==> config.mk <==
export PLATFORM = sky130hd
export DESIGN_NAME = bin2bcd_seq_flat
export DESIGN_NICKNAME = d
export VERILOG_FILES = /design/src/rtl/bin2bcd_pkg.sv /design/src/rtl/bin2bcd_seq_if.sv /design/src/rtl/bcd_add3_adj.sv /design/src/rtl/bin2bcd_seq.sv /design/src/flat_wrapper.sv
export SDC_FILE = /design/constraint.sdc
export NUM_CORES = 1
export LEC_CHECK = 0
export ABC_AREA = 1
export BUFFER_PORTS_ARGS = -buffer_cell sky130_fd_sc_hd__clkbuf_2
export CORE_ASPECT_RATIO = 2
export CORE_MARGIN = 2
export CORE_UTILIZATION = 49
export CTS_CLUSTER_SIZE = 20
export DETAILED_ROUTE_END_ITERATION = 8
export PLACE_DENSITY = 0.73
export SYNTH_ARGS = -nofsm -noshare
export SYNTH_HDL_FRONTEND = slang
export SYNTH_SLANG_ARGS = --single-unit
==> constraint.sdc <==
create_clock -name clk -period 1.3 [get_ports clk]
set_input_delay 0.195 -clock clk [delete_from_list [all_inputs] [get_ports clk]]
set_output_delay 0.195 -clock clk [all_outputs]
set_load 0.05 [all_outputs]
==> src/rtl/bin2bcd_pkg.sv <==
// Shared types and constants for the sequential binary-to-BCD converter.
package bin2bcd_pkg;

  typedef enum logic [1:0] {
    IDLE  = 2'd0,
    SHIFT = 2'd1,
    DONE  = 2'd2
  } state_t;

  localparam int unsigned DIGIT_W     = 4;
  localparam int unsigned ADD3_THRESH = 5;

  // Decimal digits needed to show 2**width - 1 without overflow.
  function automatic int unsigned min_digits(input int unsigned width);
    longint unsigned maxv;
    int unsigned     n;
    maxv = (64'd1 << width) - 64'd1;
    n    = 0;
    do begin
      n++;
      maxv = maxv / 64'd10;
    end while (maxv != 64'd0);
    return n;
  endfunction

endpackage

==> src/rtl/bin2bcd_seq_if.sv <==
// Start/ready request and done/result response bundle for bin2bcd_seq.
// Port neg exists only when BCD_SIGN_EN is defined.
interface bin2bcd_seq_if #(
  parameter int unsigned WIDTH  = 8,
  parameter int unsigned DIGITS = 3
);
  logic                  start;
  logic [WIDTH-1:0]      bin_in;
  logic                  ready;
  logic                  done;
  logic [4*DIGITS-1:0]   bcd_out;
  logic                  overflow;
`ifdef BCD_SIGN_EN
  logic                  neg;

  modport master (output start, bin_in, input ready, done, bcd_out, overflow, neg);
  modport slave  (input start, bin_in, output ready, done, bcd_out, overflow, neg);
`else
  modport master (output start, bin_in, input ready, done, bcd_out, overflow);
  modport slave  (input start, bin_in, output ready, done, bcd_out, overflow);
`endif
endinterface

==> src/rtl/bcd_add3_adj.sv <==
// Single BCD digit pre-shift correction: add 3 when the digit is 5 or more.
module bcd_add3_adj
  import bin2bcd_pkg::*;
(
  input  logic [DIGIT_W-1:0] digit_in,
  output logic [DIGIT_W-1:0] digit_out
);
  // Input never exceeds 9 here, so the 4-bit sum cannot wrap.
  always_comb begin
    digit_out = digit_in;
    if (digit_in >= DIGIT_W'(ADD3_THRESH)) digit_out = digit_in + DIGIT_W'(3);
  end
endmodule

==> src/rtl/bin2bcd_seq.sv <==
// Sequential double-dabble binary-to-BCD converter, one shift per clock.
// Define BCD_SIGN_EN to treat bin_in as two's complement and report neg.
module bin2bcd_seq
  import bin2bcd_pkg::*;
#(
  parameter int unsigned WIDTH  = 8,
  parameter int unsigned DIGITS = 3
) (
  input logic          clk,
  input logic          rst,
  bin2bcd_seq_if.slave bus
);
  localparam int unsigned BCD_W = DIGIT_W * DIGITS;
  localparam int unsigned CNT_W = $clog2(WIDTH + 1);

  state_t             state_q;
  logic [CNT_W-1:0]   cnt_q;
  logic [BCD_W-1:0]   bcd_sh_q;
  logic [WIDTH-1:0]   bin_sh_q;
  logic               ovf_acc_q;
  logic               ready_q;
  logic               done_q;
  logic [BCD_W-1:0]   bcd_q;
  logic               ovf_q;

  logic [BCD_W-1:0]   bcd_adj;
  logic [BCD_W-1:0]   bcd_nxt;
  logic [WIDTH-1:0]   bin_nxt;
  logic               ovf_nxt;
  logic [WIDTH-1:0]   operand;

  for (genvar d = 0; d < DIGITS; d++) begin : g_adj
    bcd_add3_adj u_adj (
      .digit_in  (bcd_sh_q[d*DIGIT_W +: DIGIT_W]),
      .digit_out (bcd_adj[d*DIGIT_W +: DIGIT_W])
    );
  end

  // The bit leaving the top digit means the value no longer fits in DIGITS.
  assign bcd_nxt = {bcd_adj[BCD_W-2:0], bin_sh_q[WIDTH-1]};
  assign bin_nxt = {bin_sh_q[WIDTH-2:0], 1'b0};
  assign ovf_nxt = ovf_acc_q | bcd_adj[BCD_W-1];

`ifdef BCD_SIGN_EN
  logic neg_pend_q;
  logic neg_q;
  logic in_neg;

  // Negating the most-negative value wraps to itself, which is the correct
  // unsigned magnitude.
  assign in_neg  = bus.bin_in[WIDTH-1];
  assign operand = in_neg ? (~bus.bin_in + WIDTH'(1)) : bus.bin_in;
  assign bus.neg = neg_q;

  always_ff @(posedge clk or negedge rst) begin
    if (!rst) begin
      neg_pend_q <= 1'b0;
      neg_q      <= 1'b0;
    end else begin
      if (state_q == IDLE && bus.start) neg_pend_q <= in_neg;
      if (state_q == SHIFT && cnt_q == CNT_W'(1)) neg_q <= neg_pend_q;
    end
  end
`else
  assign operand = bus.bin_in;
`endif

  always_ff @(posedge clk or negedge rst) begin
    if (!rst) begin
      state_q   <= IDLE;
      cnt_q     <= '0;
      bcd_sh_q  <= '0;
      bin_sh_q  <= '0;
      ovf_acc_q <= 1'b0;
      ready_q   <= 1'b1;
      done_q    <= 1'b0;
      bcd_q     <= '0;
      ovf_q     <= 1'b0;
    end else begin
      done_q <= 1'b0;
      case (state_q)
        IDLE: begin
          if (bus.start) begin
            bin_sh_q  <= operand;
            bcd_sh_q  <= '0;
            ovf_acc_q <= 1'b0;
            cnt_q     <= CNT_W'(WIDTH);
            ready_q   <= 1'b0;
            state_q   <= SHIFT;
          end
        end
        SHIFT: begin
          bcd_sh_q  <= bcd_nxt;
          bin_sh_q  <= bin_nxt;
          ovf_acc_q <= ovf_nxt;
          cnt_q     <= cnt_q - CNT_W'(1);
          // Results are published straight from the final shift so they are
          // valid during the done cycle.
          if (cnt_q == CNT_W'(1)) begin
            state_q <= DONE;
            done_q  <= 1'b1;
            bcd_q   <= bcd_nxt;
            ovf_q   <= ovf_nxt;
          end
        end
        DONE: begin
          ready_q <= 1'b1;
          state_q <= IDLE;
        end
        default: begin
          ready_q <= 1'b1;
          state_q <= IDLE;
        end
      endcase
    end
  end

  assign bus.ready    = ready_q;
  assign bus.done     = done_q;
  assign bus.bcd_out  = bcd_q;
  assign bus.overflow = ovf_q;

endmodule

==> src/flat_wrapper.sv <==
// flat-port wrapper written by rule: the top's interface ports become plain ports
module bin2bcd_seq_flat import bin2bcd_pkg::*;
#(
  parameter int unsigned WIDTH  = 8,
  parameter int unsigned DIGITS = 3
)
  (clk, rst, bus_start, bus_bin_in, bus_ready, bus_done, bus_bcd_out, bus_overflow);
  bin2bcd_seq_if #(.WIDTH(WIDTH), .DIGITS(DIGITS)) bus_i ();
  input logic clk;
  input logic rst;
  input wire logic [$bits(bus_i.start)-1:0] bus_start;
  input wire logic [$bits(bus_i.bin_in)-1:0] bus_bin_in;
  output wire logic [$bits(bus_i.ready)-1:0] bus_ready;
  output wire logic [$bits(bus_i.done)-1:0] bus_done;
  output wire logic [$bits(bus_i.bcd_out)-1:0] bus_bcd_out;
  output wire logic [$bits(bus_i.overflow)-1:0] bus_overflow;
  assign bus_i.start = bus_start;
  assign bus_i.bin_in = bus_bin_in;
  assign bus_ready = bus_i.ready;
  assign bus_done = bus_i.done;
  assign bus_bcd_out = bus_i.bcd_out;
  assign bus_overflow = bus_i.overflow;
  bin2bcd_seq #(.WIDTH(WIDTH), .DIGITS(DIGITS)) u_core (.clk(clk), .rst(rst), .bus(bus_i));
endmodule
Word-level counts from Yosys, hierarchy flattened
Index checks and enable logic that the tools add are counted.
{ "totals": {"register_bits": 42, "ram_bits": 0, "inputBits": 11, "mem_bits_ro": 0, "out_inout_bits": 15, "elab_cells": 45, "n_memories": 0, "latchBits": 0} }
{ "op_classes": {"div": 0, "n_shift": 0, "bitwise_logic": 2, "mul": 0, "n_mux": 17, "add_sub_neg": 4, "eq_ne": 4, "reduce_logical": 6, "n_lt_le_gt_ge": 3} }
{ "op_table": {"columns": ["cell", "count"], "rows": [
  ["$pmux W12 S2", 1],
  ["$mux W4", 4],
  ["$pmux W8 S2", 1],
  ["$add A4 B2 Y4 const B", 3],
  ["$ge A4 B3 Y1 const B", 3],
  ["$mux W12", 1],
  ["$mux W8", 1],
  ["$pmux W4 S2", 1],
  ["$reduce_and A2 Y1", 4],
  ["$eq A4 B1 Y1 const B", 1],
  ["$mux W2", 2],
  ["$pmux W1 S2", 2],
  ["$pmux W2 S2", 1],
  ["$sub A4 B1 Y4 const B", 1],
  ["$mux W1", 3],
  ["$eq A2 B1 Y1 const B", 1],
  ["$logic_not A2 Y1", 1],
  ["$ne A2 B1 Y1 const B", 1],
  ["$ne A2 B2 Y1 const B", 1],
  ["$reduce_bool A2 Y1", 1],
  ["$not A1 Y1", 1],
  ["$or A1 B1 Y1", 1]
]} }

Logic depth before layout (Yosys ltp)
Gate-level depths: netlist of the first run.
{ "logic_depth": {"ltp_word": 4, "mapped_depth": 10, "ltp_nobuf": 10} }

Modules after synthesis
From an unflattened synthesis of the first run, not the netlist that was laid out.
{ "unflattened": {"hier_cells": 256, "hier_area_um2": 2229.6} }
{ "modules_own_cells": {"columns": ["mod", "area_per_inst_um2", "n_inst", "cells_each", "seq_area_each_um2"], "rows": [
  ["bin2bcd_seq", 1824.2, 1, 187, 1052.3],
  ["bcd_add3_adj", 135.1, 3, 23, 0.0]
]} }

Least setup slack after synthesis of the first run
No wires, ideal clock.
{ "synth_path": {"kind": "register to register", "startpoint": "reg u_core.bcd_sh_q[0]", "endpoint": "reg u_core.bcd_q[1], in the netlist u_core.bus.bcd_out[1]", "synth_period_minus_slack_ns": 1.304, "slack_ns": -0.004, "t_arrival_ns": 1.238, "stages_incl_launch_ff": 9, "setup_time_ns": 0.066, "n_path_buf": 0, "cell_sequence": "dfrtp_1 > inv_1 > ha_1 > inv_1 > o21ai_0 > nand2_1 > nand2_1 > nand3_1 > nand2_1"} }
{ "synth_via": {"elab_chain_len": 2, "word_cells_on_any_way": 3, "cone_classes": "add/sub (1); order compare (1); mux (1)"} }
{ "synth_rtl": {"columns": ["item", "line_no", "text"], "rows": [
  ["start, declared", "bin2bcd_seq.sv:18", "logic [BCD_W-1:0] bcd_sh_q;"],
  ["start signal, assigned", "bin2bcd_seq.sv:93", "bcd_sh_q <= bcd_nxt;"],
  ["$add A4 B2 Y4 / $ge A4 B3 Y1 (equally long branches)", "bcd_add3_adj.sv:11", "if (digit_in >= DIGIT_W'(ADD3_THRESH)) digit_out = digit_in + DIGIT_W'(3);"],
  ["$mux W4 (*)", "bcd_add3_adj.sv:11", null],
  ["end signal, assigned", "bin2bcd_seq.sv:102", "bcd_q <= bcd_nxt;"],
  ["end, declared", "bin2bcd_seq.sv:23", "logic [BCD_W-1:0] bcd_q;"]
]} }
Every way passes the cells marked *; elsewhere a longest branch is shown, timed or not.
A chain may end at the register's enable or synchronous reset.

Worst setup path in the final report of the first run
{ "layout_path": {"startpoint": "reg u_core.bcd_sh_q[7]", "endpoint": "reg u_core.bcd_sh_q[7]"} }
{ "layout_via": {"elab_chain_len": 3} }
{ "layout_rtl": {"columns": ["item", "line_no", "text"], "rows": [
  ["$ge A4 B3 Y1", "bcd_add3_adj.sv:11", null],
  ["$mux W4", "bcd_add3_adj.sv:11", null],
  ["$pmux W12 S2", "bin2bcd_seq.sv:81", "case (state_q)"]
]} }
No other way between the ends.

==> results of run 1 <==
-- final cells by class --
| cell class | count | area share |
|---|---|---|
| flip-flops and latches | 42 | 0.380 |
| repair inverters | 2 | 0.00451 |
| repair buffers | 54 | 0.140 |
| clock buffers | 8 | 0.0289 |
| multi-input cells | 165 | 0.383 |
| inverters | 26 | 0.0397 |
| well taps | 52 | 0.0235 |
-- cells in the final DEF (no fill, tap or decap), types with 4 or more instances in the layout --
cell type | Yosys | routed
clkbuf_8 | 0 | 5
clkbuf_2 | 0 | 24
nand3_2 | 0 | 18
inv_1 | 22 | 11
o21ai_0 | 17 | 12
o21a_1 | 5 | 5
buf_6 | 3 | 4
o21ai_1 | 1 | 4
dfrtp_1 | 41 | 40
nand3_1 | 32 | 13
inv_2 | 4 | 13
nand2_2 | 2 | 9
buf_4 | 2 | 23
o22ai_1 | 6 | 6
nand2_4 | 0 | 6
ha_4 | 0 | 4
nand2_1 | 82 | 69
-- routing by layer --
layer | track usage | routed length (µm) | up-vias
li1 | - | - | 889
met2 | 0.408 | 3150 | 55
met5 | 0 | 0 | -
met1 | 0.226 | 2030 | 927
met3 | 0.0443 | 185 | 12
met4 | 0.0926 | 162 | 0
-- what timing repair did --
action                                 4_1_cts  5_1_grt
buffers inserted                             3        7
hold buffers                                 1        0
cloned                                       0        3
setup endpoints to repair                   22       31
resized for setup                           12       75
pin swaps                                    5       23
endpoints found under the hold margin       11        0
-- where the power goes --
group          internal [mW]  switching, mW
logic                   1.80           3.12
clock network          0.382          0.438
registers               1.92          0.464
total                   4.11           4.02
-- synth_stat cells, drive strengths merged --
cell type | count | area (µm²)
dfrtp | 41 | 1030
nor2 | 5 | 21.3
nor3 | 1 | 5.00
buf | 6 | 53.8
o21ai | 19 | 98.8
ha | 8 | 100
o22ai | 6 | 37.5
a21oi | 2 | 10.0
o21a | 5 | 37.5
nand2 | 84 | 320
inv | 26 | 97.6
dfstp | 1 | 26.3
o211ai | 2 | 15.0
xnor2 | 1 | 8.76
nand3 | 32 | 160
-- cell families after synthesis --
| logic type | after synthesis | share of synthesized area |
|---|---|---|
| simple gates | 122 | 0.251 |
| flops | 42 | 0.521 |
| compound gates | 34 | 0.0986 |
| xor+xnor | 1 | 0.00434 |
| fa+ha+maj | 8 | 0.0496 |
| buf+inv | 32 | 0.0750 |
-- metrics by stage --
stage               worst slack (ns)  setup TNS [ns]
floorplan                     0.0737               0
global placement             -0.0396          -0.127
detailed placement           -0.0713          -0.494
CTS                          -0.0234         -0.0665
global route                  -0.192           -1.33
finish                       -0.0935          -0.255
-- worst reg2reg max path, cell delays in order (launching register included) --
cell     delay, ns
dfrtp_1       0.40
inv_1         0.25
nor2_1        0.08
o21ai_0       0.38
o22ai_1       0.13
-- sequential cells by signal, indices dropped and copies added (netlist names) --
name and cells:
u_core.bus.ready 1, u_core.ovf_acc_q 1, u_core.bus.done 1, u_core.bus.overflow 1, u_core.bcd_sh_q 12, u_core.bus.bcd_out 12, u_core.cnt_q 4, u_core.bin_sh_q 8
u_core.state_q 2
-- path summary, 6_finish.rpt --
kind,startpoint,end,slack [ns],cells after the start
setup reg to reg,u_core.bcd_sh_q[7]$_DFFE_PN0P_,u_core.bcd_sh_q[7]$_DFFE_PN0P_,-0.09,4
hold reg to reg,u_core.bus.bcd_out[1]$_DFFE_PN0P_,u_core.bus.bcd_out[1]$_DFFE_PN0P_,0.48,2
max in group asynchronous,rst,u_core.bcd_sh_q[7]$_DFFE_PN0P_,0.47,3
setup / recovery,u_core.bcd_sh_q[7]$_DFFE_PN0P_,u_core.bcd_sh_q[7]$_DFFE_PN0P_,-0.09,4
min in group asynchronous,rst,u_core.ovf_acc_q$_DFFE_PN0P_,0.36,2
hold / removal,bus_bin_in[0],u_core.bin_sh_q[0]$_DFFE_PN0P_,0.14,3
==> impl_metrics.json, run 1 <==
{
  "cts_buffers": 5,
  "cp_data_required_time_ns": 1.46,
  "timing.fmax_mhz": 718,
  "clk-insertion-delay-late_ns": 0.30,
  "grt_max_degree": 23,
  "drc": 0,
  "drive_above_1_share": 0.407,
  "first_pass_iters": 4,
  "ys_warn_count": 0,
  "fillCellCount": 340,
  "crit_family": "compound AO/OA/AOI/OAI gates",
  "slowest_stage": "dfrtp_1",
  "power_density_nw_per_um2": 2930,
  "place_area_um2": 2310,
  "rsz0062_at_grt": "true",
  "final-setup-viol-count": 9,
  "crit_arrival_ns": 1.55,
  "status": "finished with violations",
  "critPathCaptureType": "flop",
  "power.total_mw": 8.13,
  "p_leak_nw": 1.42,
  "num_vias": 1883,
  "cp_max_fo": 6,
  "multi_input_area_um2": 1060,
  "die_x_um": 49.4,
  "final_cell_count_no_fill": 349,
  "hold_viol_final": 0,
  "ys_types": 22,
  "h-tree-depth": 2,
  "totalWireLength_mm": 5.53,
  "violations": "setup timing",
  "clock_path_buffers": 2,
  "finalNetCount": 315,
  "hold_class": "input pin to flop",
  "worst_path_largest_cell_delay_ns": 0.40,
  "critical_path.cell_chain": "inv_1 > nor2_1 > o21ai_0 > o22ai_1",
  "place_congestion": 0.894,
  "hold_slack_ns": 0.140,
  "grt.total_usage": 0.216,
  "antenna_found_initial": 0,
  "fin_area_um2": 2770,
  "ys_seq_area_frac": 0.521,
  "start_util": 0.499,
  "placed_cells": 327,
  "finalCritPeriodShare": 1.07,
  "dieArea_um2": 4680,
  "core_um2": 4050,
  "grt_pass1_vias": 1715,
  "clock-sinks": 42,
  "slew_viol_final": 0,
  "syn_area_um2": 2020,
  "numPortBuffers": 25,
  "synthToLayoutAreaGrowth_pct": 37.3,
  "synthCells": 239,
  "fin_ws_ns": -0.0935,
  "ff_latch_area_um2": 1050,
  "cts_root_buffer": "clkbuf_8",
  "fin_crit_ns": 1.39,
  "wire_per_inst_um": 15.9,
  "clkTransAtPathRegs_ns": 0.07,
  "path_buf_inv": 1,
  "antenna_cells": 0,
  "rows": 33,
  "syn_area_per_cell_um2": 8.44,
  "vias_per_cell": 5.40,
  "first_iter_violations": 56,
  "dp_hpwl_mm": 3.20,
  "cts_tree": "built",
  "grt_first_pass_wirelength_mm": 7.62,
  "worstSetupStartpointType": "flop",
  "dieHeight_um": 94.8,
  "ir_drop_uv": 1630,
  "tightest_slew_ns": 0.449,
  "ant_nets": 0,
  "maxCapViolations": 0,
  "path_class": "flop to flop",
  "final_util": 0.685,
  "overflow": 0,
  "syn_nets": 258,
  "clock_skew_ns": 0.00614,
  "io_pins": 26,
  "relSlewSlack": 0.698,
  "ys_ff_latch": 42
}
Power figures use the tool's default switching activity.
==> run 2, diff against run 1 <==
TNS_END_PERCENT = 10   (was unset)
==> impl_metrics.json, run 2 (synthesized netlist as in run 1, its figures left out) <==
{
  "status": "finished with violations",
  "violations": "setup timing",
  "finalNetCount": 315,
  "dp_hpwl_mm": 3.07,
  "clock-sinks": 42,
  "slew_viol_final": 0,
  "cts_root_buffer": "clkbuf_8",
  "rows": 33,
  "num_vias": 1830,
  "final_cell_mix": "nand2_1 (65), dfrtp_1 (40), nand3_1 (26)",
  "final_cell_count_no_fill": 349,
  "clock_skew_ns": 0.00441,
  "switching_share": 0.478,
  "h-tree-depth": 2,
  "tightest_slew_ns": 0.281,
  "fin_area_um2": 2710,
  "hold_viol_final": 0,
  "final-setup-viol-count": 13,
  "clock_path_buffers": 2,
  "start_util": 0.499,
  "clk-insertion-delay-late_ns": 0.29,
  "use_met3": 0.0348,
  "place_area_um2": 2310,
  "numPortBuffers": 25,
  "synthToLayoutAreaGrowth_pct": 34.2,
  "grt_first_pass_wirelength_mm": 7.36,
  "p_seq_frac": 0.301,
  "first_iter_violations": 33,
  "p_switching_mw": 3.75,
  "cts_buffers": 5,
  "placed_cells": 328,
  "layout_commonest_cell": "nand2_1",
  "power_density_nw_per_um2": 2900,
  "crit_family": "simple AND/OR/NAND/NOR gates",
  "totalWireLength_mm": 4.96,
  "pwr-share-clk": 0.110,
  "drc": 0,
  "timing.fmax_mhz": 739,
  "rsz0062_at_grt": "true",
  "finalCritPeriodShare": 1.04,
  "dieHeight_um": 94.8,
  "p_leak_nw": 1.38,
  "critical_path.cell_chain": "inv_2 > ha_4 > nand3_4 > nor2_4 > buf_6 > clkinv_8 > nand2_2 > nand2_1",
  "overflow": 0,
  "fin_setup_tns_ns": -0.481,
  "grt_max_degree": 43,
  "critPathCaptureType": "flop",
  "hold_slack_ns": 0.145,
  "fin_crit_ns": 1.35,
  "maxCapViolations": 0,
  "grt_pass1_vias": 1708,
  "final_util": 0.669,
  "grt.busiest_layer": "met2",
  "die_x_um": 49.4,
  "power.total_mw": 7.84,
  "wire_per_inst_um": 14.2,
  "ant_nets": 0,
  "worst_path_largest_cell_delay_ns": 0.40,
  "path_buf_inv": 3,
  "io_pins": 26,
  "place_congestion": 0.865,
  "pwr-share-comb": 0.589,
  "fillCellCount": 356,
  "path_class": "flop to flop",
  "hold_class": "input pin to flop",
  "relSlewSlack": 0.811,
  "place_ws_ns": -0.173,
  "ff_latch_area_um2": 1050,
  "use_met2": 0.377,
  "cp_data_required_time_ns": 1.49,
  "antenna_found_initial": 0,
  "dieArea_um2": 4680,
  "fin_ws_ns": -0.0527,
  "drive_above_1_share": 0.380,
  "clkTransAtPathRegs_ns": 0.08,
  "multi_input_area_um2": 987,
  "core_um2": 4050,
  "crit_arrival_ns": 1.54,
  "internal_power_mw": 4.09,
  "first_pass_iters": 4,
  "use_met1": 0.220,
  "slowest_stage": "dfrtp_1",
  "grt.total_usage": 0.208,
  "worstSetupStartpointType": "flop",
  "cts_tree": "built",
  "cp_max_fo": 8,
  "vias_per_cell": 5.24,
  "antenna_cells": 0,
  "ir_drop_uv": 1410
}
-- run 2: worst paths after layout --
check | startpoint | slack [ns] | end | cells past startpoint
min reg2reg | u_core.bus.overflow$_DFFE_PN0P_ | 0.48 | u_core.bus.overflow$_DFFE_PN0P_ | 2
max reg2reg | u_core.cnt_q[1]$_DFFE_PN0P_ | -0.05 | u_core.bus.bcd_out[4]$_DFFE_PN0P_ | 8
max in group asynchronous | rst | 0.63 | u_core.bus.ready$_DFFE_PN1P_ | 3
min | bus_bin_in[0] | 0.15 | u_core.bin_sh_q[0]$_DFFE_PN0P_ | 3
min in group asynchronous | rst | 0.40 | u_core.bus.bcd_out[10]$_DFFE_PN0P_ | 3
max | u_core.cnt_q[1]$_DFFE_PN0P_ | -0.05 | u_core.bus.bcd_out[4]$_DFFE_PN0P_ | 8
-- run 2: layout make-up --
class	instances	area share
Sequential cell	42	0.389
Multi-Input combinational cell	165	0.365
Clock buffer	8	0.0333
Timing Repair Buffer	54	0.142
Timing Repair inverter	2	0.00832
Inverter	26	0.0388
Tap cell	52	0.0240
-- run 2: what timing repair did --
| action | in CTS | in global routing |
|---|---|---|
| hold endpoints to repair | 41 | 0 |
| pin swaps | 3 | 15 |
| hold buffers | 1 | 0 |
| buffers inserted | 0 | 9 |
| resized for setup | 16 | 57 |
| cloned | 1 | 2 |
| endpoints found under the setup margin | 21 | 30 |
-- run 2: layer usage --
metal	routed length [µm]	up-vias
met3	151	19
met1	1810	880
met2	2760	43
met4	236	0
li1	-	888
met5	0	-
-- run 2: worst min-delay path, cell delays in order --
cell	delay [ns]
clkbuf_2	0.07
nand3_1	0.06
o21ai_0	0.07
-- run 2: power by group through the flow --
| stage | Sequential [mW] | Combinational (mW) | Clock (mW) |
|---|---|---|---|
| floorplan | 2.90 | 2.11 | 0 |
| global placement | 2.28 | 3.71 | 0 |
| detailed placement | 2.31 | 3.81 | 0 |
| CTS | 2.29 | 3.95 | 0.893 |
| global route | 2.43 | 5.07 | 0.923 |
| finish | 2.36 | 4.62 | 0.863 |
==> run 3, diff against run 2 <==
ABC_AREA = unset   (was 1)
==> impl_metrics.json, run 3 <==
{
  "drive_above_1_share": 0.488,
  "fin_setup_tns_ns": -2.31,
  "path_class": "flop to flop",
  "numPortBuffers": 25,
  "ir_drop_uv": 1860,
  "grt_first_pass_wirelength_mm": 7.82,
  "clock_path_buffers": 2,
  "wl_met1_mm": 1.86,
  "min_to": "u_core.bin_sh_q[0]$_DFFE_PN0P_",
  "cp_max_fo": 5,
  "first_iter_violations": 37,
  "placed_cells": 292,
  "dp_hpwl_mm": 3.04,
  "pwr-share-comb": 0.596,
  "syn_area_per_cell_um2": 10.2,
  "grt_pass1_vias": 1684,
  "hold_path_depth": 2,
  "ff_latch_area_um2": 1050,
  "async_flop_share": 1.00,
  "num_vias": 1693,
  "cts_root_buffer": "clkbuf_8",
  "p_seq_frac": 0.284,
  "grt_max_degree": 29,
  "pwr-share-clk": 0.120,
  "ys_warn_count": 0,
  "die_x_um": 48.5,
  "clock-sinks": 42,
  "dieArea_um2": 4500,
  "worst_path_largest_cell_delay_ns": 0.39,
  "hold_start": "bus_bin_in[0]",
  "worstReg2RegStart": "u_core.cnt_q[1]$_DFFE_PN0P_",
  "r2r_slack_ns": -0.18,
  "maxCapViolations": 0,
  "clkTransAtPathRegs_ns": 0.08,
  "power.total_mw": 8.70,
  "place_area_um2": 2380,
  "syn_area_um2": 1940,
  "p_leak_nw": 1.31,
  "hold_slack_ns": 0.139,
  "worstSetupStartpointType": "flop",
  "syn_nets": 209,
  "p_switching_mw": 3.84,
  "fin_ws_ns": -0.184,
  "cp_data_required_time_ns": 1.48,
  "ys_types": 31,
  "synthCells": 190,
  "critical_path.cell_chain": "inv_2 > ha_4 > nor3b_4 > nand2_2 > inv_4 > mux2_4",
  "synth_area_leader_cell": "dfrtp_1",
  "finalCritPeriodShare": 1.14,
  "timing.fmax_mhz": 674,
  "final_util": 0.742,
  "vias_per_cell": 5.44,
  "totalWireLength_mm": 5.21,
  "power_density_nw_per_um2": 3050,
  "slowest_stage": "dfrtp_1",
  "ys_ff_latch": 42,
  "slew_viol_final": 0,
  "clock_skew_ns": 0.00789,
  "place_ws_ns": -0.196,
  "grt.total_usage": 0.231,
  "synthFlopType": "dfrtp_1",
  "status": "finished with violations",
  "place_congestion": 0.874,
  "critPathCaptureType": "flop",
  "core_um2": 3840,
  "drc": 0,
  "crit_arrival_ns": 1.67,
  "ant_nets": 0,
  "internal_power_mw": 4.86,
  "cts_buffers": 5,
  "crit_family": "flip-flops",
  "dieHeight_um": 92.9,
  "switching_share": 0.442,
  "relSlewSlack": 0.710,
  "finalNetCount": 278,
  "multi_input_area_um2": 1060,
  "path_buf_inv": 2,
  "rows": 32,
  "ys_seq_area_frac": 0.543,
  "fin_crit_ns": 1.48,
  "tightest_slew_ns": 0.435,
  "ys_top_cells_by_area": "dfrtp_1 (53%), o21ai_0 (8.5%), ha_1 (5.2%)",
  "final_cell_mix": "dfrtp_1 (40), buf_4 (36), nand2_1 (26)",
  "synthToLayoutAreaGrowth_pct": 47.1,
  "final-setup-viol-count": 21,
  "final_cell_count_no_fill": 311,
  "h-tree-depth": 2,
  "post-synth-top-area-fraction": 0.529,
  "clk-insertion-delay-late_ns": 0.30,
  "first_pass_iters": 5,
  "cts_tree": "built",
  "hold_viol_final": 0,
  "violations": "setup timing",
  "r2r_cells": 6,
  "antenna_found_initial": 0,
  "overflow": 0,
  "yosysMostFrequentCell": "dfrtp_1",
  "antenna_cells": 0,
  "synth-edff-count": 0,
  "r2r-end": "u_core.bus.bcd_out[6]$_DFFE_PN0P_",
  "wl_met3_um": 163,
  "io_pins": 26,
  "maxUsedRoutingLayer": "met4",
  "fin_area_um2": 2850,
  "fillCellCount": 266,
  "synthTopCellsByCount": "dfrtp_1 (41), o21ai_0 (33), nand2_1 (26)",
  "met2WireLength_mm": 2.97,
  "rsz0062_at_grt": "true",
  "wire_per_inst_um": 16.7,
  "layout_commonest_cell": "dfrtp_1",
  "start_util": 0.504,
  "hold_class": "input pin to flop"
}
## run 3: changes by cell type in the layout (fill, tap and decap cells not counted), sizes merged, moves of 13 or more
cell / change
o21ai: +15
inv: -13
nand2: -57
nand3: -31
buf: +15
## run 3: power by group through the flow
stage          logic, mW  clock network, mW  registers [mW]
6_report            5.19               1.04            2.47
5_1_grt             5.54               1.11            2.54
4_1_cts             4.60               1.06            2.41
3_5_place_dp        3.93                  0            2.35
3_3_place_gp        3.82                  0            2.33
2_1_floorplan       1.75                  0            3.02
## run 3: worst max-delay path by stage
stage                                         end  slack (ns)                         from  cells past startpoint
6_report        u_core.bus.bcd_out[6]$_DFFE_PN0P_       -0.18  u_core.cnt_q[1]$_DFFE_PN0P_                      6
5_1_grt         u_core.bus.bcd_out[6]$_DFFE_PN0P_       -0.25  u_core.cnt_q[1]$_DFFE_PN0P_                      6
4_1_cts        u_core.bus.bcd_out[10]$_DFFE_PN0P_       -0.13  u_core.cnt_q[1]$_DFFE_PN0P_                      6
3_5_place_dp   u_core.bus.bcd_out[10]$_DFFE_PN0P_       -0.20  u_core.cnt_q[1]$_DFFE_PN0P_                      6
3_3_place_gp    u_core.bus.bcd_out[2]$_DFFE_PN0P_       -0.17  u_core.cnt_q[1]$_DFFE_PN0P_                      6
2_1_floorplan   u_core.bus.bcd_out[6]$_DFFE_PN0P_       -0.15  u_core.cnt_q[1]$_DFFE_PN0P_                      7
## run 3: area by class of cell
cell class                      count  share of cell area
Clock buffer                        6              0.0255
Clock inverter                      2              0.0132
Inverter                           13              0.0180
Multi-Input combinational cell    128               0.371
Sequential cell                    42               0.370
Tap cell                           51              0.0224
Timing Repair Buffer               69               0.180
## run 3: timing repair
| item | in CTS | in global routing |
|---|---|---|
| hold endpoints to repair | 13 | 0 |
| endpoints found under the setup margin | 27 | 35 |
| gates resized for setup | 44 | 28 |
| hold buffers | 1 | 0 |
| buffers inserted | 5 | 5 |
| pin swaps | 7 | 7 |
## run 3: logic make-up (layout without fill, tap and decap cells)
| kind of cell | Yosys count | after routing | share of synthesized area |
|---|---|---|---|
| compound gates | 59 | 59 | 0.177 |
| simple gates | 52 | 52 | 0.135 |
| flops | 42 | 42 | 0.543 |
| buf+inv | 20 | 90 | 0.0452 |
| fa+ha+maj | 8 | 8 | 0.0516 |
| mux | 6 | 6 | 0.0349 |
| xor+xnor | 3 | 3 | 0.0136 |
## run 3: worst reg2reg max path: cells and delay by family (launching register included)
| kind | cells | cell delay [ns] |
|---|---|---|
| adders and majority gates | 1 | 0.13 |
| DFF | 1 | 0.39 |
| buffers and inverters | 2 | 0.21 |
| muxes | 1 | 0.31 |
| and+or+nand+nor | 2 | 0.32 |
## run 3: metal layers
metal	up-vias	GRT usage
met3	20	0.0516
met4	0	0.124
met1	838	0.233
met2	41	0.429
met5	-	0
li1	794	-
